--- src/rtl/dsp.sv ---
// dsp: 18x18 unsigned multiplier with optional D+/-B pre-adder and 48-bit post-adder; optional pre-adder under `DSP_PREADDER_EN`.
// Latency: A/B to P is 3 clocks with default parameters (A1/B1, M, P); D to P is 4 clocks through the pre-adder.
// Backpressure: none; each stage advances only when its CE is high, otherwise it holds.

module dsp_stage #(
    parameter int W  = 18,
    parameter bit EN = 1'b1
) (
    input  logic         clk,
    input  logic         rst_n,
    input  logic         ce,
    input  logic [W-1:0] din,
    output logic [W-1:0] dout
);
    logic [W-1:0] data_d;
    logic [W-1:0] data_q;

    always_comb data_d = ce ? din : data_q;

    always_ff @(posedge clk or negedge rst_n) begin
        if (!rst_n) data_q <= '0;
        else        data_q <= data_d;
    end

    // Bypassed stages keep the flop so enable/reset ports stay connected; it is pruned in synthesis.
    assign dout = EN ? data_q : din;
endmodule

module dsp #(
    parameter int A0REG       = 0,
    parameter int A1REG       = 1,
    parameter int B0REG       = 0,
    parameter int B1REG       = 1,
    parameter int CREG        = 1,
    parameter int DREG        = 1,
    parameter int MREG        = 1,
    parameter int PREG        = 1,
    parameter int CARRYINREG  = 1,
    parameter int CARRYOUTREG = 1,
    parameter int OPMODEREG   = 1,
    parameter     CARRYINSEL  = "OPMODE5"
) (
    input  logic        CLK,
    input  logic        RSTA,
    input  logic        RSTB,
    input  logic        RSTC,
    input  logic        RSTD,
    input  logic        RSTCARRYIN,
    input  logic        RSTM,
    input  logic        RSTP,
    input  logic        RSTOPMODE,
    input  logic        CEA,
    input  logic        CEB,
    input  logic        CEC,
    input  logic        CED,
    input  logic        CECARRYIN,
    input  logic        CEM,
    input  logic        CEP,
    input  logic        CEOPMODE,
    input  logic [17:0] A,
    input  logic [17:0] B,
    input  logic [17:0] D,
    input  logic [47:0] C,
    input  logic [47:0] PCIN,
    input  logic        CARRYIN,
    input  logic [7:0]  OPMODE,
    output logic [35:0] M,
    output logic [47:0] P,
    output logic [47:0] PCOUT,
    output logic [17:0] BCOUT,
    output logic        CARRYOUT,
    output logic        CARRYOUTF
);
    localparam bit CIN_OPMODE5 = (CARRYINSEL == "OPMODE5");
    localparam bit CIN_EXT     = (CARRYINSEL == "CARRYIN");

    logic [17:0] a0_r, a1_r, b0_r, b1_in, b1_r, d_r;
    logic [47:0] c_r, p_r;
    logic [35:0] m_r;
    logic [7:0]  opmode_r;
    logic        cin_src, cin_r, carryout_r;
    logic [47:0] x_mux, z_mux;
    logic [48:0] post_sum;

    dsp_stage #(.W(8),  .EN(OPMODEREG != 0)) u_opmode (.clk(CLK), .rst_n(RSTOPMODE), .ce(CEOPMODE), .din(OPMODE), .dout(opmode_r));
    dsp_stage #(.W(18), .EN(A0REG != 0))     u_a0     (.clk(CLK), .rst_n(RSTA), .ce(CEA), .din(A),     .dout(a0_r));
    dsp_stage #(.W(18), .EN(A1REG != 0))     u_a1     (.clk(CLK), .rst_n(RSTA), .ce(CEA), .din(a0_r),  .dout(a1_r));
    dsp_stage #(.W(18), .EN(B0REG != 0))     u_b0     (.clk(CLK), .rst_n(RSTB), .ce(CEB), .din(B),     .dout(b0_r));
    dsp_stage #(.W(18), .EN(B1REG != 0))     u_b1     (.clk(CLK), .rst_n(RSTB), .ce(CEB), .din(b1_in), .dout(b1_r));
    dsp_stage #(.W(48), .EN(CREG != 0))      u_c      (.clk(CLK), .rst_n(RSTC), .ce(CEC), .din(C),     .dout(c_r));
    dsp_stage #(.W(18), .EN(DREG != 0))      u_d      (.clk(CLK), .rst_n(RSTD), .ce(CED), .din(D),     .dout(d_r));

`ifdef DSP_PREADDER_EN
    always_comb begin
        b1_in = b0_r;
        if (opmode_r[4]) b1_in = opmode_r[6] ? (d_r - b0_r) : (d_r + b0_r);
    end
`else
    logic unused_preadd;
    assign unused_preadd = ^{d_r[17:12], opmode_r[6], opmode_r[4]};
    always_comb b1_in = b0_r;
`endif

    dsp_stage #(.W(36), .EN(MREG != 0)) u_m (.clk(CLK), .rst_n(RSTM), .ce(CEM), .din(a1_r * b1_r), .dout(m_r));

    always_comb cin_src = CIN_OPMODE5 ? opmode_r[5] : (CIN_EXT ? CARRYIN : 1'b0);

    dsp_stage #(.W(1), .EN(CARRYINREG != 0)) u_cin (.clk(CLK), .rst_n(RSTCARRYIN), .ce(CECARRYIN), .din(cin_src), .dout(cin_r));

    always_comb begin
        x_mux = '0;
        z_mux = '0;
        case (opmode_r[1:0])
            2'd1:    x_mux = {12'd0, m_r};
            2'd2:    x_mux = p_r;
            2'd3:    x_mux = {d_r[11:0], a1_r, b1_r};
            default: x_mux = '0;
        endcase
        case (opmode_r[3:2])
            2'd1:    z_mux = PCIN;
            2'd2:    z_mux = p_r;
            2'd3:    z_mux = c_r;
            default: z_mux = '0;
        endcase
        // Bit 48 of the 49-bit result is the carry (or borrow when subtracting).
        if (opmode_r[7]) post_sum = {1'b0, z_mux} - ({1'b0, x_mux} + {48'd0, cin_r});
        else             post_sum = {1'b0, z_mux} + {1'b0, x_mux} + {48'd0, cin_r};
    end

    dsp_stage #(.W(48), .EN(PREG != 0))       u_p  (.clk(CLK), .rst_n(RSTP), .ce(CEP), .din(post_sum[47:0]), .dout(p_r));
    dsp_stage #(.W(1),  .EN(CARRYOUTREG != 0)) u_co (.clk(CLK), .rst_n(RSTCARRYIN), .ce(CECARRYIN), .din(post_sum[48]), .dout(carryout_r));

    assign M         = m_r;
    assign P         = p_r;
    assign PCOUT     = p_r;
    assign BCOUT     = b1_r;
    assign CARRYOUT  = carryout_r;
    assign CARRYOUTF = carryout_r;
endmodule

--- config.mk ---
export PLATFORM = sky130hd
export DESIGN_NAME = dsp
export DESIGN_NICKNAME = d
export VERILOG_FILES = /design/src/rtl/dsp.sv
export SDC_FILE = /design/constraint.sdc
export NUM_CORES = 1
export LEC_CHECK = 0
export ABC_AREA = 1
export CORE_MARGIN = 2
export CORE_UTILIZATION = 50
export CTS_CLUSTER_SIZE = 20
export DETAILED_ROUTE_END_ITERATION = 8
export DONT_BUFFER_PORTS = 1
export PLACE_DENSITY = 0.62
export SETUP_SLACK_MARGIN = 0.02
export SLEW_MARGIN = 10
export SYNTH_ARGS = -nofsm -noshare
export SYNTH_HDL_FRONTEND = slang
export SYNTH_HIERARCHICAL = 1
export SYNTH_SLANG_ARGS = --single-unit
--- constraint.sdc ---
create_clock -name CLK -period 17.1 [get_ports CLK]
set_input_delay 3.42 -clock CLK [delete_from_list [all_inputs] [get_ports CLK]]
set_output_delay 3.42 -clock CLK [all_outputs]
set_load 0.1 [all_outputs]
==> flow_summary_export.csv <==
group,metric,value,unit
run_status,outcome,"finished, final reports clean",
critical_path,reg2reg_depth,22,
sta,tightest_slew,1090,ps
die,rows,89,
clock_tree,root_buffer,"clkbuf_16",
critical_path,r2r-end,"u_m/dout[31]",
drt,wire_per_inst,20.6,um
critical_path,r2r-start,"u_b1/dout[9]",
drt,via_count,27300,
global_route,grt_max_degree,58,
die,die_h,248,um
critical_path,slowest_stage,"dfrtp_2",
drt,post-route-drc-count,0,
clock_tree,clk_pin_slew_worst_paths,80,ps
global_route,grt_pass1_vias,27000,
sta,final.setup.worst_slack,10650,ps
critical_path,cpPeakStageDelay,1030,ps
die,dieArea,61400,sq um
drt,routed_wl,106,mm
global_route,grt_overflow,0,
synthesis,synthCells,4519,
global_route,antenna_found_initial,9,
clock_tree,htreeDepth,4,
critical_path,cp_max_fo,21,
die,dieWidth,248,um
final_layout,fin_nets,5022,
sta,clock_skew,17.4,ps
die,core-area,58900,sq um
drt,drt-initial-drc-count,2260,
final_layout,drive_gt1_share,6.30,%
critical_path,crit_chain,"nand2_1 > fa_1 > inv_1 > fa_1 > fa_1 > fa_1 > fa_1 > inv_1 > fa_1 > inv_1 > ha_1 > nand2_1 > nor2_1 > inv_1 > nor2_1 > inv_1 > nor3_1 > nand2_1 > o211ai_1 > xor2_1 > nand2_1 > nand2_1",
placed_design,place.gp.congestion,1.01,
placed_design,dp_hpwl,87.5,mm
critical_path,start_kind,"flip-flop",
placed_design,place_ws,10650,ps
clock_tree,numCtsBuffers,17,
sta,fmax,155,MHz
drt,via_per_inst,5.32,
sta,relSlewSlack,27.2,%
clock_tree,max-clock-path-buffers,2,
critical_path,crit_start,"u_b1/dout[9]",
sta,period_share,37.7,%
placed_design,portBuffers,0,
critical_path,timing.critical_path.to_type,"flip-flop",
job,cap_viol_max_count,0,
sta,min_period,6450,ps
drt,first_pass_iters,5,
sta,rsz0062_at_grt,"no",
sta,fin_setup_tns,0,ps
die,pin_count,328,
sta,drv_slew,0,
clock_tree,cts_sinks,188,
drt,drt.antenna.violating_nets,0,
critical_path,cp.required,17540,ps
die,initial_core_util,50.4,%
sta,hold_violations,0,
clock_tree,postCtsResizedCells,0,
critical_path,endpoint,"u_m/dout[31]",
synthesis,syn_area,29700,sq um
synthesis,syn_nets,5204,
critical_path,crit_arrival,6890,ps
clock_tree,clk_latency,510,ps
global_route,grt_first_pass_wirelength,161,mm
final_layout,syn2layout_area_growth,1.67,%
critical_path,r2r_slack,10650,ps
critical_path,cp_common_cell,"fa_1",
clock_tree,ctsHoldBuffers,0,
critical_path,crit_type,"reg2reg",
clock_tree,cts_tree,"yes",
global_route,grtUsageTotal,35.2,%
sta,setup_viol,0,
clock_tree,cts_setup_buffers,0,
synthesis,yosys_warnings,6,
worst_hold_path,hp-class,"reg2reg",
synthesis,avgSynthCellArea,6.57,sq um
## through the flow
stage	util [%]	hold WS (ps)	instances	instance area (sq um)
floorplan	-	440	4519	29700
global placement	50.3	455	5091	29600
detailed placement	50.3	459	5091	29600
CTS	51.2	478	5123	30200
global route	51.3	489	5125	30200
finish	51.3	475	5127	30200
## flip-flops by register name, indices dropped and copies added (netlist names)
name and count:
u_d/dout 12, u_a1/dout 18, u_cin/dout 1, u_p/dout 48, u_opmode/dout 6, u_b1/dout 18
u_co/dout 1, u_m/dout 36, u_c/dout 48
## routing by layer
metal  share of wire (%)  global-route usage [%]  vias to the layer above
met4                 4.4                    14.6                       12
met2                  46                    56.4                      932
li1                    -                       -                    13200
met3                 7.2                    6.70                      202
met5               0.066                       0                        -
met1                  43                    46.8                    13000
## cells in the final DEF (no fill, tap or decap), drive strengths merged
master,instances
nand3b,11
a31oi,4
or2,3
a22o,1
nand2,1693
nor2,204
diode,4
a21boi,8
nand3,127
nor3,35
xor2,30
inv,934
dfrtp,188
a22oi,1
o21a,1
and3,1
a21oi,220
clkbuf,17
o21ai,189
clkinv,9
nand4,33
and2,5
ha,249
fa,260
nor4,5
a21o,22
nand2b,1
o211ai,38
o21bai,14
buf,30
xnor2,15
o2bb2ai,1
clkinvlp,1
## worst max-delay path, delay by kind of cell (launching register included)
kind,cells,cell delay [ps]
adders and majority gates,7,3470
buffers and inverters,5,320
DFF,1,1030
and+or+nand+nor,8,1020
AOI/OAI and AO/OA,1,210
xor gates and xnor gates,1,310
## how the worst min path moves through the flow
stage                        from            end  slack [ps]  depth (start not counted)
floorplan            u_a1/dout[0]   u_a1/dout[0]         440                          2
global route         u_c/dout[16]   u_c/dout[16]         490                          2
finish              u_a1/dout[12]  u_a1/dout[12]         470                          2
detailed placement   u_c/dout[23]   u_c/dout[23]         460                          2
CTS                  u_c/dout[14]   u_c/dout[14]         480                          2
global placement     u_c/dout[44]   u_c/dout[44]         450                          2
## area by class of cell
| class | instances | area [sq um] |
|---|---|---|
| repair buffers | 30 | 225 |
| well taps | 773 | 967 |
| clock buffers | 17 | 425 |
| fillers | 6230 | 28700 |
| inverters | 929 | 3520 |
| diodes | 4 | 10.0 |
| multi-input cells | 3171 | 20100 |
| clock inverters | 15 | 150 |
| flip-flops and latches | 188 | 4790 |
Power is left out: the tool's default activity adds up to more than one toggle a clock period on the data nets, which glitch-free logic cannot reach.
